### config.mk
export PLATFORM = sky130hd
export DESIGN_NAME = tft_draw_sched
export DESIGN_NICKNAME = d
export VERILOG_FILES = /design/src/rtl/tft_pkg.sv /design/src/rtl/rr_arbiter.sv /design/src/rtl/tft_draw_sched.sv
export SDC_FILE = /design/constraint.sdc
export NUM_CORES = 1
export LEC_CHECK = 0
export CAP_MARGIN = 20
export CORE_MARGIN = 2
export CORE_UTILIZATION = 30
export CTS_BUF_LIST = sky130_fd_sc_hd__clkbuf_4 sky130_fd_sc_hd__clkbuf_8
export DETAILED_ROUTE_END_ITERATION = 7
export DONT_BUFFER_PORTS = 1
export GPL_ROUTABILITY_DRIVEN = 1
export GPL_TIMING_DRIVEN = 0
export PLACE_DENSITY = 0.52
export SLEW_MARGIN = 20
export SYNTH_ARGS = -nofsm -noshare
export SYNTH_HDL_FRONTEND = slang
export SYNTH_SLANG_ARGS = --single-unit
### constraint.sdc
create_clock -name clk -period 1.7 [get_ports clk]
set_clock_uncertainty 0.2 [all_clocks]
set_input_delay 0.255 -clock clk [delete_from_list [all_inputs] [get_ports clk]]
set_output_delay 0.255 -clock clk [all_outputs]
set_load 0.01 [all_outputs]
### src/rtl/tft_pkg.sv
// Shared types for the TFT draw scheduler: FSM encoding, RGB565 pixel,
// rectangle command record and default panel geometry.
package tft_pkg;

  localparam int unsigned SCREEN_W_DEF = 240;
  localparam int unsigned SCREEN_H_DEF = 320;

  typedef enum logic [2:0] {
    ST_RST_WAIT,
    ST_INIT_ISSUE,
    ST_INIT_RUN,
    ST_IDLE,
    ST_DRAW_ISSUE,
    ST_DRAW_RUN
  } state_t;

  typedef struct packed {
    logic [4:0] r;
    logic [5:0] g;
    logic [4:0] b;
  } rgb565_t;

  typedef struct packed {
    rgb565_t     color;
    logic [15:0] xstart;
    logic [15:0] xend;
    logic [15:0] ystart;
    logic [15:0] yend;
  } rect_t;

  function automatic logic [15:0] clamp16(input logic [15:0] v, input logic [15:0] max);
    return (v > max) ? max : v;
  endfunction

endpackage

### src/rtl/rr_arbiter.sv
// Combinational round-robin arbiter: one-hot grant to the first requester
// found searching upward from ptr+1, wrapping modulo NREQ.
module rr_arbiter #(
  parameter int NREQ = 2
) (
  input  logic [NREQ-1:0] req,
  input  logic [2:0]      ptr,
  output logic [NREQ-1:0] grant
);

  logic found;

  // Outer loop walks priority distance, inner loop finds the matching slot,
  // so every select index is an elaboration-time constant.
  always_comb begin
    // NOTE: every combinationally written signal gets a default before any branch, so no latch is inferred.
    grant = '0;
    found = 1'b0;
    for (int k = 1; k <= NREQ; k++) begin
      for (int j = 0; j < NREQ; j++) begin
        if (!found && req[j] && (((int'(ptr) + k) % NREQ) == j)) begin
          grant[j] = 1'b1;
          found    = 1'b1;
        end
      end
    end
  end

endmodule

### src/rtl/tft_draw_sched.sv
// Front-end scheduler for the ILI9341 controller: runs init, then shares the draw
// port between NREQ requesters round-robin. Define TFT_DRAW_SCHED_CLIP_EN to clip commands.
module tft_draw_sched
  import tft_pkg::*;
#(
  parameter int NREQ     = 2,
  parameter int SCREEN_W = SCREEN_W_DEF,
  parameter int SCREEN_H = SCREEN_H_DEF
) (
  input  logic                 clk,
  input  logic                 rst,
  input  logic [NREQ-1:0]      req,
  output logic [NREQ-1:0]      ack,
  input  logic [16*NREQ-1:0]   req_color,
  input  logic [16*NREQ-1:0]   req_xstart,
  input  logic [16*NREQ-1:0]   req_xend,
  input  logic [16*NREQ-1:0]   req_ystart,
  input  logic [16*NREQ-1:0]   req_yend,
  input  logic                 reinit,
  output logic                 tft_init,
  output logic                 tft_draw,
  input  logic                 tft_busy,
  output logic [15:0]          tft_color,
  output logic [15:0]          tft_xstart,
  output logic [15:0]          tft_xend,
  output logic [15:0]          tft_ystart,
  output logic [15:0]          tft_yend,
  output logic                 ready,
  output logic [2:0]           owner
);

  if (NREQ < 1 || NREQ > 8 || SCREEN_W < 1 || SCREEN_W > 65536 ||
      SCREEN_H < 1 || SCREEN_H > 65536) begin : g_bad_cfg
    $error("tft_draw_sched: unsupported parameter set");
  end

  state_t          state, state_n;
  logic            reinit_pend;
  logic [2:0]      rr_ptr;
  logic [2:0]      owner_q;
  rect_t           cmd_q;
  rect_t           sel_raw, sel;
  logic [NREQ-1:0] grant;
  logic [2:0]      gnt_idx;
  logic            drop;
  logic            take;

  rr_arbiter #(.NREQ(NREQ)) u_arb (
    .req   (req),
    .ptr   (rr_ptr),
    .grant (grant)
  );

  always_comb begin
    sel_raw = '0;
    gnt_idx = '0;
    for (int i = 0; i < NREQ; i++) begin
      if (grant[i]) begin
        gnt_idx        = 3'(i);
        sel_raw.color  = rgb565_t'(req_color[16*i +: 16]);
        sel_raw.xstart = req_xstart[16*i +: 16];
        sel_raw.xend   = req_xend[16*i +: 16];
        sel_raw.ystart = req_ystart[16*i +: 16];
        sel_raw.yend   = req_yend[16*i +: 16];
      end
    end
  end

`ifdef TFT_DRAW_SCHED_CLIP_EN
  localparam logic [15:0] X_MAX = 16'(SCREEN_W - 1);
  localparam logic [15:0] Y_MAX = 16'(SCREEN_H - 1);

  // Start coordinates are checked against the raw window, ends after clamping.
  always_comb begin
    sel      = sel_raw;
    sel.xend = clamp16(sel_raw.xend, X_MAX);
    sel.yend = clamp16(sel_raw.yend, Y_MAX);
    drop     = (sel_raw.xstart > X_MAX) || (sel_raw.ystart > Y_MAX) ||
               (sel.xstart > sel.xend)  || (sel.ystart > sel.yend);
  end
`else
  assign sel  = sel_raw;
  assign drop = 1'b0;
`endif

  always_comb begin
    state_n  = state;
    tft_init = 1'b0;
    tft_draw = 1'b0;
    ready    = 1'b0;
    ack      = '0;
    take     = 1'b0;
    case (state)
      ST_RST_WAIT:   if (!tft_busy) state_n = ST_INIT_ISSUE;
      ST_INIT_ISSUE: begin
        tft_init = 1'b1;
        if (tft_busy) state_n = ST_INIT_RUN;
      end
      ST_INIT_RUN:   if (!tft_busy) state_n = ST_IDLE;
      ST_IDLE: begin
        ready = 1'b1;
        if (reinit_pend) begin
          state_n = ST_INIT_ISSUE;
        end else if (|req) begin
          take = 1'b1;
          ack  = grant;
          if (!drop) state_n = ST_DRAW_ISSUE;
        end
      end
      ST_DRAW_ISSUE: begin
        tft_draw = 1'b1;
        if (tft_busy) state_n = ST_DRAW_RUN;
      end
      ST_DRAW_RUN:   if (!tft_busy) state_n = ST_IDLE;
      default:       state_n = ST_RST_WAIT;
    endcase
  end

  always_ff @(posedge clk) begin
    // NOTE: state registers use non-blocking assignments so every flop samples pre-edge values.
    if (rst) begin
      state       <= ST_RST_WAIT;
      reinit_pend <= 1'b0;
      rr_ptr      <= 3'(NREQ - 1);
      owner_q     <= '0;
      cmd_q       <= '0;
    end else begin
      state <= state_n;
      // Entering init consumes any pending reinit, including one arriving now.
      if (state_n == ST_INIT_ISSUE && state != ST_INIT_ISSUE) reinit_pend <= 1'b0;
      else if (reinit)                                        reinit_pend <= 1'b1;
      if (take) begin
        rr_ptr <= gnt_idx;
        if (!drop) begin
          owner_q <= gnt_idx;
          cmd_q   <= sel;
        end
      end
    end
  end

  assign tft_color  = cmd_q.color;
  assign tft_xstart = cmd_q.xstart;
  assign tft_xend   = cmd_q.xend;
  assign tft_ystart = cmd_q.ystart;
  assign tft_yend   = cmd_q.yend;
  assign owner      = owner_q;

endmodule

==> run_results.csv, run 1 <==
group,metric,value,unit
clock_tree,clockRootBuffer,"clkbuf_8",
placement,pre_cts_slack,-225,ps
floorplan,start_util,30.3,%
floorplan,fp-row-count,46,
placement,globalplace.congestion,0.754,
clock_tree,cts.sinks,86,
clock_tree,ctsLongestPathBuffers,2,
yosys,avgSynthCellArea,9.67,um2
outcome,first-error,"[ERROR RSZ-0060] Max buffer count reached.",
floorplan,io_pins,254,
yosys,synth_seq_cells,86,
clock_tree,cts_setup_buffers,6,
clock_tree,cts_hold_buf,147,
clock_tree,htreeDepth,3,
yosys,syn_area,4760,um2
placement,placed_cells,709,
yosys,synthArstFlopShare,0,%
outcome,status,"aborted with a tool error",
floorplan,dieWidth,130,um
placement,dp_hpwl,10500,um
yosys,ys.warnings.count,0,
outcome,lastStage,"4_1_cts",
placement,port_buffers,0,
floorplan,fp.dieH,130,um
yosys,synth-edff-count,0,
clock_tree,cts_buffers,9,
yosys,yosysUniqueCellTypes,33,
clock_tree,ctsResizeCount,37,
yosys,netlist_instances,492,
yosys,synthFlopType,"dfxtp_1",
yosys,ys_seq_area_share,36.2,%
yosys,yosys.area.top_type_share,36.2,%
yosys,yosysTopAreaCell,"dfxtp_1",
yosys,synth_area_leaders,"dfxtp_1, o221ai_2, nand4b_1",
Yosys cell counts, types with 2 or more instances:
library cell,count
inv_1,162
dfxtp_1,86
nand4b_1,80
o221ai_2,80
buf_2,19
clkbuf_1,10
buf_1,8
buf_6,8
a21oi_1,4
buf_4,4
nor2_1,3
nor3_1,3
nand2_1,2
nand2b_1,2
o21ai_0,2
o21bai_1,2
logic make-up after synthesis:
| family | Yosys count | share of synthesized area, % |
|---|---|---|
| buffers and inverters | 211 | 18.7 |
| and+or+nand+nor | 100 | 17.9 |
| AOI/OAI and AO/OA | 94 | 27.2 |
| DFF | 86 | 36.2 |
| other | 1 | 0.0788 |
through the flow:
| stage | area [um2] | hold WS [ps] | utilization [%] | setup TNS [ps] |
|---|---|---|---|---|
| detailed placement | 5030 | 226 | 32.0 | -7030 |
| global placement | 5030 | 219 | 32.0 | -6490 |
| floorplan | 4760 | 217 | - | 0 |
==> run 2, diff against run 1 <==
CORE_UTILIZATION = 20   (was 30)
CTS_BUF_LIST = unset   (was sky130_fd_sc_hd__clkbuf_4 sky130_fd_sc_hd__clkbuf_8)
PLACE_DENSITY = unset   (was 0.52)
PLACE_DENSITY_LB_ADDON = 0.15   (was unset)
==> run_results.csv, run 2 <==
group,metric,value,unit
floorplan,fp.dieH,158,um
critical_path,worst_ep_required_time,1240,ps
yosys,ys.warnings.count,0,
power,ir_drop,0.328,mV
drt,ant_nets,0,
cells_and_area,most-common-layout-cells,"dlygate4sd3_1, inv_1, dfxtp_1",
cells_and_area,fin_nets,850,
yosys,yosysTopAreaCell,"dfxtp_1",
critical_path,r2r_start,"state[0]$_SDFF_PP0_",
critical_path,crit_cells,4,
timing,period_needed,1770,ps
global_route,antenna_found_initial,0,
critical_path,crit_chain,"buf_6 -> and4bb_4 -> buf_8 -> and3_4",
global_route,gr-total-overflow,0,
placement,pre_cts_slack,-378,ps
global_route,grt_max_degree,14,
critical_path,worstReg2RegEnd,"tft_yend[5]$_SDFFE_PP0P_",
outcome,status,"complete, but fails checks",
critical_path,critPathKind,"flip-flop to primary output",
clock_tree,clk_latency,340,ps
timing,final-hold-violation-count,0,
outcome,violations,"negative setup slack",
floorplan,dieWidth,158,um
critical_path,timing.critical_path.buf_inv,2,
drt,avgRoutedWirePerCell,17.5,um
drt,num_vias,4396,
clock_tree,cts_tree,"built",
hold_path,min_from,"req[0]",
hold_path,hold_end,"state[0]$_SDFF_PP0_",
cells_and_area,antenna_cells,0,
timing,setup_ws,-72.4,ps
floorplan,io_pins,254,
global_route,grt_pass1_wl,24600,um
placement,dp_hpwl,12300,um
critical_path,critical-path-max-stage-delay,330,ps
timing,rsz0062_at_grt,"true",
job,maxCapViolCount,0,
yosys,netlist_instances,492,
yosys,synth_seq_cells,86,
placement,port_buffers,0,
cells_and_area,drive_gt1_share,23.3,%
critical_path,crit_path_start_kind,"flip-flop",
clock_tree,clockRootBuffer,"clkbuf_16",
drt,post-route-drc-count,0,
cells_and_area,final_common_cell,"dlygate4sd3_1",
yosys,ys_seq_area_share,36.2,%
timing,slew_headroom,61.0,%
critical_path,rrSetupSlack,-40,ps
clock_tree,clk_pin_slew_worst_paths,60,ps
yosys,avgSynthCellArea,9.67,um2
timing,holdWs,34.8,ps
power,cellLeakagePower,2.85,nW
drt,first_iter_violations,115,
yosys,synth-edff-count,0,
floorplan,fp-row-count,56,
yosys,syn_area,4760,um2
cells_and_area,n_fill_cell,2435,
critical_path,cp_max_fo,3,
floorplan,core_area,23400,um2
cells_and_area,area_delta_synth_final,60.7,%
yosys,synth_area_leaders,"dfxtp_1, o221ai_2, nand4b_1",
yosys,synthArstFlopShare,0,%
drt,wl,17600,um
timing,max_freq,564,MHz
critical_path,slowest_stage,"dfxtp_2",
hold_path,hold_class,"input pin to flip-flop",
timing,fin_crit_sh,104,%
global_route,grtUsageTotal,13.1,%
critical_path,path_delay_family,"simple AND/OR/NAND/NOR gates",
yosys,yosys.area.top_type_share,36.2,%
yosys,yosysUniqueCellTypes,33,
hold_path,hold_depth,3,
timing,finalSetupViolCount,42,
yosys,synth.most_common_cell,"inv_1",
drt,drtPass1Iterations,4,
clock_tree,cts.sinks,86,
yosys,synth_common_cells,"inv_1, dfxtp_1, nand4b_1, o221ai_2, buf_2",
critical_path,end_kind,"primary output",
timing,worst_pin_slew,585,ps
critical_path,cp.arrival,1320,ps
clock_tree,htreeDepth,3,
timing,drv_slew,0,
power,p_per_area,626,nW/um2
drt,vias_per_cell,4.37,
placement,globalplace.congestion,0.720,
yosys,synthFlopType,"dfxtp_1",
floorplan,start_util,20.3,%
power,power.total,4.78,mW
global_route,grt_pass1_vias,4490,
clock_tree,ctsLongestPathBuffers,2,
floorplan,fp.dieArea,25000,um2
clock_tree,cts_buffers,9,
critical_path,worstRegToRegCells,7,
==> run 2: cell counts after synthesis <==
No cell type changed its count.
==> run 2: cell type report <==
type,count,area (um2),area share (%)
repair buffers,181,1960,25.6
flip-flops and latches,86,1720,22.5
plain buffers,48,469,6.13
clock buffers,10,229,2.99
multi-input cells,196,2200,28.8
well taps,319,399,5.22
clock inverters,4,50.0,0.654
inverters,162,613,8.02
==> run 2: what timing repair did <==
item	in CTS	in global routing
hold buffers	162	2
hold endpoints to repair	84	2
cloned	0	8
setup endpoints to repair	86	88
pin swaps	2	53
resized for setup	31	43
buffers inserted	6	3
==> run 2: layer usage <==
metal / vias to the layer above / part of all wire (%) / GRT usage, %
met2: 158 / 50 / 22.3
met5: - / 0 / 0
met3: 21 / 6.5 / 3.59
met4: 0 / 2.0 / 4.63
met1: 2105 / 42 / 15.8
li1: 2112 / - / -
==> run 2: tightest hold or removal path, stage by stage <==
cell,delay [ps]
nor2_1,60
nor3_1,130
a2111oi_0,80
==> run 2: worst max path at each step <==
| stage | to | slack (ps) | start |
|---|---|---|---|
| 5_1_grt | ack[0] | -130 | state[0]$_SDFF_PP0_ |
| 6_report | ack[0] | -70 | state[0]$_SDFF_PP0_ |
| 3_5_place_dp | tft_ystart[13]$_SDFFE_PP0P_ | -380 | rr_ptr[0]$_SDFFE_PP1P_ |
| 2_1_floorplan | ack[0] | 150 | state[0]$_SDFF_PP0_ |
| 4_1_cts | ack[0] | -110 | reinit_pend$_SDFFE_PP0P_ |
| 3_3_place_gp | tft_ystart[13]$_SDFFE_PP0P_ | -380 | rr_ptr[0]$_SDFFE_PP1P_ |
==> run 2: stage by stage <==
stage / instances / cell area, um2 / utilization, % / setup TNS [ps]
3_5_place_dp: 812 / 5160 / 22.1 / -14540
3_3_place_gp: 812 / 5160 / 22.1 / -14920
2_1_floorplan: 493 / 4760 / - / 0
6_report: 1006 / 7650 / 32.7 / -733
4_1_cts: 994 / 7220 / 30.9 / -222
5_1_grt: 1006 / 7650 / 32.7 / -6100
==> run 2: power breakdown <==
| group | internal, mW | total [mW] | switching, mW |
|---|---|---|---|
| Clock | 1.12 | 1.98 | 0.861 |
| Combinational | 0.407 | 0.730 | 0.322 |
| Sequential | 2.04 | 2.07 | 0.0302 |
==> run 2: logic make-up (layout without fill, tap and decap cells) <==
logic type	count (synthesis)	after routing	synth area share, %
other cells	1	2	0.0788
buf+inv	211	405	18.7
flops	86	86	36.2
compound gates	94	94	27.2
simple gates	100	100	17.9
Power figures use the tool's default switching activity.
==> run 3, diff against run 2 <==
ABC_AREA = 0   (was unset)
CORE_AREA = 2 2 98 100   (was unset)
CORE_MARGIN = unset   (was 2)
CORE_UTILIZATION = unset   (was 20)
DIE_AREA = 0 0 100 102   (was unset)
clock period = 2.02 ns   (was 1.7 ns; I/O delays follow)
==> run_results.csv, run 3 <==
group,metric,value,unit
outcome,status,"aborted with a tool error",
outcome,lastStage,"4_1_cts",
outcome,first-error,"[ERROR RSZ-0060] Max buffer count reached.",
clock_tree,clockRootBuffer,"clkbuf_8",
yosys,synth-edff-count,0,
yosys,synth_seq_cells,86,
clock_tree,htreeDepth,3,
clock_tree,cts.sinks,86,
yosys,synthSimpleGateAreaFrac,17.9,%
yosys,synth-compound-area-share,27.2,%
yosys,synthArstFlopShare,0,%
placement,globalplace.congestion,0.803,
yosys,avgSynthCellArea,9.67,um2
yosys,yosysTopAreaCell,"dfxtp_1",
clock_tree,cts_setup_buffers,0,
placement,dp_hpwl,9340,um
floorplan,fp.dieH,102,um
placement,place_area,4900,um2
clock_tree,cts_buffers,9,
yosys,yosys.area.top_type_share,36.2,%
yosys,synth_top_family_by_area,"compound AO/OA/AOI/OAI gates",
yosys,synth_common_cells,"inv_1, dfxtp_1, nand4b_1, o221ai_2, buf_2",
yosys,synthAdderAreaFrac,0,%
clock_tree,ctsLongestPathBuffers,2,
placement,port_buffers,0,
yosys,ys_seq_area_share,36.2,%
yosys,synth_area_leaders,"dfxtp_1, o221ai_2, nand4b_1",
yosys,ys.warnings.count,0,
yosys,netlist_instances,492,
floorplan,start_util,52.2,%
yosys,yosysUniqueCellTypes,33,
yosys,synthMuxAreaShare,0,%
yosys,synth_xor_area_share,0,%
clock_tree,ctsResizeCount,0,
clock_tree,cts_hold_buf,125,
floorplan,dieWidth,100,um
floorplan,fp-row-count,35,
yosys,synthFlopType,"dfxtp_1",
yosys,synth.most_common_cell,"inv_1",
placement,pre_cts_slack,266,ps
yosys,syn_area,4760,um2
floorplan,io_pins,254,
run 3: cell counts after synthesis:
Identical to the previous run, type by type.
run 3: cells by family after synthesis:
| group | after synthesis |
|---|---|
| simple gates | 100 |
| flops | 86 |
| other cells | 1 |
| compound gates | 94 |
| buf+inv | 211 |
run 3: stage by stage:
stage                     std cells  hold WS (ps)
after global placement          604           261
after floorplan                 493           244
after detailed placement        604           265
